[config.mk]
export PLATFORM = sky130hd
export DESIGN_NAME = spike_dispatch_unit_flat
export DESIGN_NICKNAME = d
export VERILOG_FILES = /design/src/rtl/spike_dispatch_unit_if.sv /design/src/rtl/spike_dispatch_unit.sv /design/src/flat_wrapper.sv
export SDC_FILE = /design/constraint.sdc
export NUM_CORES = 1
export LEC_CHECK = 0
export CAP_MARGIN = 20
export CELL_PAD_IN_SITES_DETAIL_PLACEMENT = 1
export CELL_PAD_IN_SITES_GLOBAL_PLACEMENT = 2
export CORE_ASPECT_RATIO = 0.75
export CORE_MARGIN = 10
export CORE_UTILIZATION = 29
export CTS_CLUSTER_DIAMETER = 120
export DETAILED_ROUTE_END_ITERATION = 8
export GPL_ROUTABILITY_DRIVEN = 0
export GPL_TIMING_DRIVEN = 0
export PLACE_DENSITY_LB_ADDON = 0.08
export SLEW_MARGIN = 20
export SYNTH_ARGS = -nofsm -noshare
export SYNTH_HDL_FRONTEND = slang
export SYNTH_SLANG_ARGS = --single-unit
[constraint.sdc]
create_clock -name clk -period 4.12 [get_ports clk]
set_clock_uncertainty 0.2 [all_clocks]
set_input_delay 0.824 -clock clk [delete_from_list [all_inputs] [get_ports clk]]
set_output_delay 0.824 -clock clk [all_outputs]
set_load 0.01 [all_outputs]
[src/rtl/spike_dispatch_unit_if.sv]
// Handshake and data bundle between the spike dispatch unit and its neuron
// state memory / fired-tag FIFO environment.
interface spike_dispatch_unit_if #(
  parameter int numwidth = 16,
  parameter int tagbits  = 1
);
  logic                start;
  logic [numwidth:0]   v_in;
  logic [numwidth:0]   u_in;
  logic                fifo_full;
  logic [tagbits-1:0]  tag_out;
  logic                req_write_state;
  logic [numwidth:0]   v_out;
  logic [numwidth:0]   u_out;
  logic                req_enq;
  logic [tagbits-1:0]  enq_tag;
  logic [tagbits:0]    spike_count;
  logic                busy;
  logic                done;
  logic [5:0]          state;

  modport master (
    input  start, v_in, u_in, fifo_full,
    output tag_out, req_write_state, v_out, u_out, req_enq, enq_tag,
           spike_count, busy, done, state
  );

  modport slave (
    output start, v_in, u_in, fifo_full,
    input  tag_out, req_write_state, v_out, u_out, req_enq, enq_tag,
           spike_count, busy, done, state
  );
endinterface

[src/rtl/spike_dispatch_unit.sv]
// Sweeps all neuron tags after an update epoch, applies the Izhikevich reset
// to neurons at or above vpeak, writes them back and enqueues their tags.
module spike_dispatch_unit #(
  parameter int numneurons = 2,
  parameter int numwidth   = 16,
  parameter int tagbits    = 1,
  parameter int vpeak      = 30,
  parameter int c_reset    = -65,
  parameter int d_inc      = 8
) (
  input  logic                  clk,
  input  logic                  asyn_reset_n,
  spike_dispatch_unit_if.master bus
);

  typedef enum logic [5:0] {
    IDLE    = 6'b000001,
    READ    = 6'b000010,
    COMPARE = 6'b000100,
    WRITE   = 6'b001000,
    ENQ     = 6'b010000,
    DONE    = 6'b100000
  } state_t;

  localparam logic signed [numwidth:0]   vpeak_c  = (numwidth+1)'(vpeak);
  localparam logic signed [numwidth:0]   c_val    = (numwidth+1)'(c_reset);
  localparam logic signed [numwidth+1:0] d_val    = (numwidth+2)'(d_inc);
  localparam logic signed [numwidth:0]   u_max    = {1'b0, {numwidth{1'b1}}};
  localparam logic signed [numwidth:0]   u_min    = {1'b1, {numwidth{1'b0}}};
  localparam logic [tagbits-1:0]         last_tag = tagbits'(numneurons - 1);

  state_t                     state_q, state_d;
  logic [tagbits-1:0]         tag;
  logic [tagbits:0]           spike_count;
  logic signed [numwidth:0]   cur_v, cur_u;
  logic signed [numwidth+1:0] u_sum;
  logic signed [numwidth:0]   u_sat;
  logic                       fire, last, advance;

  assign fire    = cur_v >= vpeak_c;
  assign last    = (tag == last_tag);
  // Sweep termination is by count, so non-power-of-2 neuron counts never wrap.
  assign advance = ((state_q == COMPARE) && !fire) ||
                   ((state_q == ENQ) && !bus.fifo_full);

  // One guard bit detects overflow; the guard's sign picks the rail.
  always_comb begin
    u_sum = {cur_u[numwidth], cur_u} + d_val;
    u_sat = u_sum[numwidth:0];
    if (u_sum[numwidth+1] != u_sum[numwidth])
      u_sat = u_sum[numwidth+1] ? u_min : u_max;
  end

  always_ff @(posedge clk or negedge asyn_reset_n) begin
    if (!asyn_reset_n) state_q <= IDLE;
    else               state_q <= state_d;
  end

  always_comb begin
    state_d = state_q;
    case (state_q)
      IDLE:    if (bus.start) state_d = READ;
      READ:    state_d = COMPARE;
      COMPARE: if (fire) state_d = WRITE;
               else      state_d = last ? DONE : READ;
      WRITE:   state_d = ENQ;
      ENQ:     if (!bus.fifo_full) state_d = last ? DONE : READ;
      DONE:    state_d = IDLE;
      default: state_d = IDLE;
    endcase
  end

  always_ff @(posedge clk or negedge asyn_reset_n) begin
    if (!asyn_reset_n) begin
      tag         <= '0;
      spike_count <= '0;
      cur_v       <= '0;
      cur_u       <= '0;
    end else begin
      if ((state_q == IDLE) && bus.start) begin
        tag         <= '0;
        spike_count <= '0;
      end
      if (state_q == READ) begin
        cur_v <= bus.v_in;
        cur_u <= bus.u_in;
      end
      if ((state_q == ENQ) && !bus.fifo_full)
        spike_count <= spike_count + (tagbits+1)'(1);
      if (advance && !last)
        tag <= tag + tagbits'(1);
    end
  end

  assign bus.tag_out     = tag;
  assign bus.spike_count = spike_count;
  assign bus.state       = state_q;

  always_comb begin
    bus.busy            = (state_q != IDLE);
    bus.done            = (state_q == DONE);
    bus.req_write_state = 1'b0;
    bus.v_out           = '0;
    bus.u_out           = '0;
    bus.req_enq         = 1'b0;
    bus.enq_tag         = '0;
    if (state_q == WRITE) begin
      bus.req_write_state = 1'b1;
      bus.v_out           = c_val;
      bus.u_out           = u_sat;
    end
    if (state_q == ENQ) begin
      bus.enq_tag = tag;
      bus.req_enq = !bus.fifo_full;
    end
  end

endmodule

[src/flat_wrapper.sv]
// flat-port wrapper written by rule: the top's interface ports become plain ports
module spike_dispatch_unit_flat 
#(
  parameter int numneurons = 2,
  parameter int numwidth   = 16,
  parameter int tagbits    = 1,
  parameter int vpeak      = 30,
  parameter int c_reset    = -65,
  parameter int d_inc      = 8
)
  (clk, asyn_reset_n, bus_start, bus_v_in, bus_u_in, bus_fifo_full, bus_tag_out, bus_req_write_state, bus_v_out, bus_u_out, bus_req_enq, bus_enq_tag, bus_spike_count, bus_busy, bus_done, bus_state);
  spike_dispatch_unit_if #(.numwidth(numwidth), .tagbits(tagbits)) bus_i ();
  input  logic clk;
  input  logic asyn_reset_n;
  input wire logic [$bits(bus_i.start)-1:0] bus_start;
  input wire logic [$bits(bus_i.v_in)-1:0] bus_v_in;
  input wire logic [$bits(bus_i.u_in)-1:0] bus_u_in;
  input wire logic [$bits(bus_i.fifo_full)-1:0] bus_fifo_full;
  output wire logic [$bits(bus_i.tag_out)-1:0] bus_tag_out;
  output wire logic [$bits(bus_i.req_write_state)-1:0] bus_req_write_state;
  output wire logic [$bits(bus_i.v_out)-1:0] bus_v_out;
  output wire logic [$bits(bus_i.u_out)-1:0] bus_u_out;
  output wire logic [$bits(bus_i.req_enq)-1:0] bus_req_enq;
  output wire logic [$bits(bus_i.enq_tag)-1:0] bus_enq_tag;
  output wire logic [$bits(bus_i.spike_count)-1:0] bus_spike_count;
  output wire logic [$bits(bus_i.busy)-1:0] bus_busy;
  output wire logic [$bits(bus_i.done)-1:0] bus_done;
  output wire logic [$bits(bus_i.state)-1:0] bus_state;
  assign bus_i.start = bus_start;
  assign bus_i.v_in = bus_v_in;
  assign bus_i.u_in = bus_u_in;
  assign bus_i.fifo_full = bus_fifo_full;
  assign bus_tag_out = bus_i.tag_out;
  assign bus_req_write_state = bus_i.req_write_state;
  assign bus_v_out = bus_i.v_out;
  assign bus_u_out = bus_i.u_out;
  assign bus_req_enq = bus_i.req_enq;
  assign bus_enq_tag = bus_i.enq_tag;
  assign bus_spike_count = bus_i.spike_count;
  assign bus_busy = bus_i.busy;
  assign bus_done = bus_i.done;
  assign bus_state = bus_i.state;
  spike_dispatch_unit #(.numneurons(numneurons), .numwidth(numwidth), .tagbits(tagbits), .vpeak(vpeak), .c_reset(c_reset), .d_inc(d_inc)) u_core (.clk(clk), .asyn_reset_n(asyn_reset_n), .bus(bus_i));
endmodule
==> flow_metrics.env, run 1 <==
export IMPL_route_detailed_drc=0
export IMPL_synth_area_sq_um=2350
export IMPL_cts_tree="yes"
export IMPL_p_int_w=0.00116
export IMPL_grtUsageTotal_pct=10.9
export IMPL_cap_violations=0
export IMPL_cts_htree_levels=2
export IMPL_postRouteAntennaNets=0
export IMPL_port_buffers=83
export IMPL_areaGrowthSynthToFinish_pct=46.5
export IMPL_yosys_register_bits=42
export IMPL_cts_sinks=42
export IMPL_setup_tns_ps=0
export IMPL_cp_startpoint="u_core.bus.state[2]"
export IMPL_yosysWarnings=0
export IMPL_switchingPower_w=0.000646
export IMPL_cts_hold_buf=0
export IMPL_synth_main_ff_cell="dfrtp_1"
export IMPL_r2r_setup_slack_ps=1620
export IMPL_cts_buffers_inserted=5
export IMPL_dr_pass1_iters=4
export IMPL_grt_pass1_wl_um=10600
export IMPL_finalCritPeriodShare_pct=94.7
export IMPL_power_frac_seq_pct=43.0
export IMPL_drtIter0Drc=54
export IMPL_cts_resized=0
export IMPL_worst_slew_pin_slew_ps=835
export IMPL_grt_pass1_vias=2004
export IMPL_path_class="register to output port"
export IMPL_hold_viol_final=0
export IMPL_synth_area_leader_cell="dfrtp_1"
export IMPL_start_kind="register"
export IMPL_ios=86
export IMPL_syn_area_per_cell_sq_um=10.6
export IMPL_ff2ff_path_depth=5
export IMPL_end_kind="output port"
export IMPL_die_area_sq_um=12100
export IMPL_rr_startpoint="u_core.bus.state[4]"
export IMPL_grt_max_degree=24
export IMPL_powerDensity_nw_per_um2=526
export IMPL_clk_pin_slew_ps=80
export IMPL_switching_share_pct=35.7
export IMPL_grt_overflow=0
export IMPL_wl_per_cell_um=16.1
export IMPL_synth_top_cell_area_share_pct=43.7
export IMPL_antenna_found_initial=0
export IMPL_via_per_inst=4.55
export IMPL_hold_class="input pin to asynchronous set/reset pin"
export IMPL_min_period_ps=3900
export IMPL_synth_enable_flop_cells=0
export IMPL_initial_core_util_pct=29.8
export IMPL_dieWidth_um=124
export IMPL_cts_buffer_depth=2
export IMPL_synthTopCellsByCount="41 x dfrtp_1, 24 x mux2_2, 17 x buf_4"
export IMPL_r2r_end="u_core.cur_u[12]"
export IMPL_outcome="complete, no violations"
export IMPL_drv_slew=0
export IMPL_max_slew_margin_pct=43.9
export IMPL_ir_drop_v=0.000225
export IMPL_dpl_worst_slack_ps=445
export IMPL_nFillCells=887
export IMPL_fin_nets=351
export IMPL_hpwl_um=5480
export IMPL_p_leak_nw=1.36
export IMPL_drive_gt1_share_pct=24.0
export IMPL_arrival_ps=2880
export IMPL_synth_cell_types=48
export IMPL_totalWireLength_um=6730
export IMPL_required_ps=3100
export IMPL_clock_latency_ps=290
export IMPL_cts_setup_buffers=0
export IMPL_async_flop_share_pct=100
export IMPL_via_count=1902
export IMPL_pwr_share_clk_pct=18.0
export IMPL_rows=28
export IMPL_synth_area_top_cells="dfrtp_1 44%, mux2_2 12%, buf_4 5.4%, a21oi_2 3.7%, nand3_1 3.4%"
export IMPL_num_antenna_cells=0
export IMPL_syn_inst=221
export IMPL_syn_nets=260
export IMPL_core_area_sq_um=7880
export IMPL_grt_setup_unrepaired="false"
export IMPL_die_h_um=98.0
export IMPL_clock_fmax_ghz=0.256
export IMPL_crit_fanout=10
export IMPL_p_comb_share_pct=39.1
export IMPL_setup_ws_ps=220
export IMPL_cts_root_buffer="clkbuf_8"
export IMPL_setup_viol=0
export IMPL_synth_seq_area_share_pct=44.8
export IMPL_synth_most_common_cell="dfrtp_1"
-- cells by family after synthesis --
kind of cell,count (synthesis),share of synthesized area (%)
AO/OA/AOI/OAI,39,12.5
XOR/XNOR,10,3.73
adder cells (fa/ha/maj),1,0.532
buffers and inverters,36,9.26
flip-flops,42,44.8
multiplexers,29,13.8
other,1,0.160
AND/OR/NAND/NOR,63,15.2
-- worst max path at each step --
stage / cells past startpoint / end / slack (ps)
floorplan: 5 / bus_u_out[16] / 1050
CTS: 6 / bus_u_out[16] / 110
global placement: 6 / bus_u_out[16] / 470
finish: 7 / bus_u_out[14] / 220
detailed placement: 6 / bus_u_out[16] / 440
global route: 7 / bus_u_out[13] / 120
-- routing by layer --
| metal | GRT usage (%) | part of all wire [%] | vias to the layer above |
|---|---|---|---|
| met5 | 0 | 0 | - |
| met4 | 2.92 | 0.68 | 0 |
| met3 | 4.14 | 8.0 | 5 |
| met2 | 15.0 | 41 | 56 |
| met1 | 15.5 | 51 | 894 |
| li1 | - | - | 947 |
-- sequential cells by signal, summed over array words and instances, names as in the netlist --
register and cells:
u_core.cur_u 17, u_core.bus.tag_out 1, u_core.bus.spike_count 2, u_core.bus.state 6, u_core.cur_v 16
-- power by group through the flow --
stage               registers [W]  logic [W]  clock network, W
finish                   0.000778   0.000707          0.000325
global route             0.000813   0.000782          0.000359
CTS                      0.000780   0.000719          0.000338
detailed placement       0.000787   0.000716                 0
global placement         0.000782   0.000700                 0
floorplan                0.000738   0.000501                 0
-- worst max-delay path, stage by stage (launching register included) --
cell,delay [ps]
dfrtp_1,400
buf_6,140
or4b_4,530
or3_4,390
a41o_4,290
buf_6,160
a21oi_2,120
clkdlybuf4s50_1,550
-- area by class of cell --
type	count	area [sq um]	area share, %
repair buffers	84	846	24.6
clock buffers	6	72.6	2.11
multi-input cells	143	1080	31.4
inverters	11	45.0	1.31
well taps	105	131	3.82
plain buffers	25	178	5.16
flip-flops and latches	42	1050	30.6
clock inverters	2	37.5	1.09
-- per-stage QoR --
stage / hold slack (ps) / power [W] / instance area, sq um / std cells / utilization [%]
3_3_place_gp: 289 / 0.00148 / 3310 / 409 / 42.0
5_1_grt: 284 / 0.00195 / 3440 / 418 / 43.7
6_report: 273 / 0.00181 / 3440 / 418 / 43.7
2_1_floorplan: 279 / 0.00124 / 2350 / 221 / -
4_1_cts: 281 / 0.00184 / 3440 / 418 / 43.6
3_5_place_dp: 300 / 0.00150 / 3330 / 410 / 42.2
-- cell usage in the layout, fill, tap and decap left out, types with 2 or more instances in the layout --
cell type	netlist	layout
clkdlybuf4s50_1	0	82
dfrtp_1	41	41
mux2_2	24	24
buf_4	17	17
nand3_1	16	16
inv_1	11	10
a21oi_2	10	10
nand2_1	8	8
nor2_1	8	8
xnor2_1	8	8
o21ai_0	8	8
nor3_1	7	7
a21oi_1	6	6
clkbuf_8	0	5
nor4_1	4	4
buf_2	3	4
mux2_1	4	4
clkbuf_1	3	3
a31oi_1	3	3
and3_1	3	3
buf_6	2	2
clkinvlp_4	0	2
nor2b_1	2	2
nand4_1	2	2
o21ai_1	2	2
xor2_1	2	2
nor3b_1	2	2
o311a_1	2	2
No activity file was read; power rests on OpenSTA's default activity.
==> inputs of run 2 (changes only) <==
HOLD_SLACK_MARGIN = 0.06   (was not set)
==> results of run 2 <==
Final layout, timing and power as in run 1 (identical DEF).
==> inputs of run 3 (changes only) <==
CORE_UTILIZATION = 27   (was 29)
CTS_CLUSTER_DIAMETER = not set   (was 120)
clock period = 3.9 ns   (was 4.12 ns; I/O delays follow)
==> run 3 against run 2 <==
Effect of this change:
- core utilization decreased by 2.2 points
- sequential power rose by 5.9%
- critical path type unchanged
- total power grew 13%
- final cell count grew 0.72%
- count of clock-buffer cells in the layout did not move
- register-to-register slack got worse by 220 ps
- worst setup slack got worse by 130 ps
- wire length rose by 5.3%
- via count rose by 3.0%
- first-iteration DRC count is 17% lower
- flip-flop and latch count unchanged
==> flow_metrics.env, run 3 (synthesis results as in run 1) <==
export IMPL_cts_buffer_depth=2
export IMPL_hpwl_um=5790
export IMPL_totalWireLength_um=7080
export IMPL_drv_slew=0
export IMPL_grt_setup_unrepaired="false"
export IMPL_grt_pass1_vias=2155
export IMPL_postRouteAntennaNets=0
export IMPL_worst_slew_pin_slew_ps=844
export IMPL_via_per_inst=4.66
export IMPL_drtIter0Drc=45
export IMPL_setup_viol=0
export IMPL_postLayoutCoreUtil_pct=41.4
export IMPL_dr_pass1_iters=4
export IMPL_dieWidth_um=128
export IMPL_finalCritPeriodShare_pct=97.6
export IMPL_cts_buffers_inserted=5
export IMPL_ios=86
export IMPL_start_kind="register"
export IMPL_areaGrowthSynthToFinish_pct=49.0
export IMPL_crit_fanout=10
export IMPL_cts_htree_levels=2
export IMPL_die_area_sq_um=12900
export IMPL_largest_register_ffs=17
export IMPL_fin_nets=351
export IMPL_p_leak_nw=1.39
export IMPL_antenna_found_initial=0
export IMPL_drive_gt1_share_pct=24.0
export IMPL_clock_fmax_ghz=0.263
export IMPL_end_kind="output port"
export IMPL_grtUsageTotal_pct=11.0
export IMPL_cts_sinks=42
export IMPL_cts_tree="yes"
export IMPL_grt_max_degree=24
export IMPL_rows=29
export IMPL_outcome="complete, no violations"
export IMPL_path_class="register to output port"
export IMPL_cap_violations=0
export IMPL_grt_overflow=0
export IMPL_wl_per_cell_um=16.8
export IMPL_grt_pass1_wl_um=11500
export IMPL_via_count=1960
export IMPL_dpl_worst_slack_ps=261
export IMPL_max_slew_margin_pct=43.2
export IMPL_route_detailed_drc=0
export IMPL_setup_ws_ps=94.3
export IMPL_cts_setup_buffers=0
export IMPL_min_period_ps=3810
export IMPL_layout_commonest_cell="clkdlybuf4s50_1"
export IMPL_num_antenna_cells=0
export IMPL_arrival_ps=2830
export IMPL_setup_tns_ps=0
export IMPL_ir_drop_v=0.000223
export IMPL_hold_class="input pin to asynchronous set/reset pin"
export IMPL_hold_viol_final=0
export IMPL_clk_pin_slew_ps=60
export IMPL_largest_register="u_core.cur_u"
export IMPL_port_buffers=83
export IMPL_initial_core_util_pct=27.8
export IMPL_required_ps=2920
export IMPL_die_h_um=101
export IMPL_final_cell_mix="82 x clkdlybuf4s50_1, 41 x dfrtp_1, 24 x mux2_2, 17 x buf_4, 16 x nand3_1"
export IMPL_cts_root_buffer="clkbuf_16"
export IMPL_clock_latency_ps=280
export IMPL_powerDensity_nw_per_um2=584
export IMPL_core_area_sq_um=8450
## run 3: routing by layer
metal	part of all wire [%]	track usage, %	vias up
met4	0.34	2.07	0
met2	45	17.2	50
li1	-	-	955
met3	5.0	3.47	2
met5	0	0	-
met1	50	14.7	953
## run 3: through the flow
step	total power, W	std cells	cell area (sq um)	hold WS (ps)
detailed placement	0.00160	413	3330	299
global route	0.00222	421	3500	279
global placement	0.00158	412	3320	291
floorplan	0.00131	221	2350	279
CTS	0.00209	421	3500	265
finish	0.00205	421	3500	251
## run 3: repair_timing
| action | in CTS | in global routing |
|---|---|---|
| hold buffers | 0 | 0 |
| resized for setup | 1 | 2 |
| setup endpoints to repair | 1 | 10 |
| pin swaps | 0 | 0 |
## run 3: path summary, 6_finish.rpt
check,from,endpoint,slack (ps),depth (start not counted)
min in group clk,u_core.cur_v[3],u_core.cur_v[3],310,1
setup reg to reg,u_core.bus.state[4],u_core.cur_u[11],1400,5
hold / removal,asyn_reset_n,u_core.cur_v[2],250,1
max in group asynchronous,asyn_reset_n,u_core.bus.state[0],2680,2
hold reg to reg,u_core.cur_v[3],u_core.cur_v[3],310,1
setup / recovery,u_core.bus.state[2],bus_u_out[12],90,7
## run 3: critical path, cell delays in order, from the launching register on
cell	delay [ps]
dfrtp_1	390
buf_6	140
or4b_4	530
or3_4	380
a41o_4	290
buf_6	160
a21oi_2	100
clkdlybuf4s50_1	550
## run 3: layout make-up
cell class	count	area, sq um
Fill cell	949	4950
Multi-Input combinational cell	143	1080
Sequential cell	42	1050
Timing Repair Buffer	84	846
Buffer	25	178
Tap cell	108	135
Clock buffer	6	129
Inverter	11	45.0
Clock inverter	2	37.5
## run 3: report_power, final
group          leakage [nW]  total (W)  internal, W  switching, W
sequential            0.508   0.000824     0.000637      0.000187
combinational         0.803   0.000757     0.000403      0.000354
clock                0.0771   0.000466     0.000302      0.000164
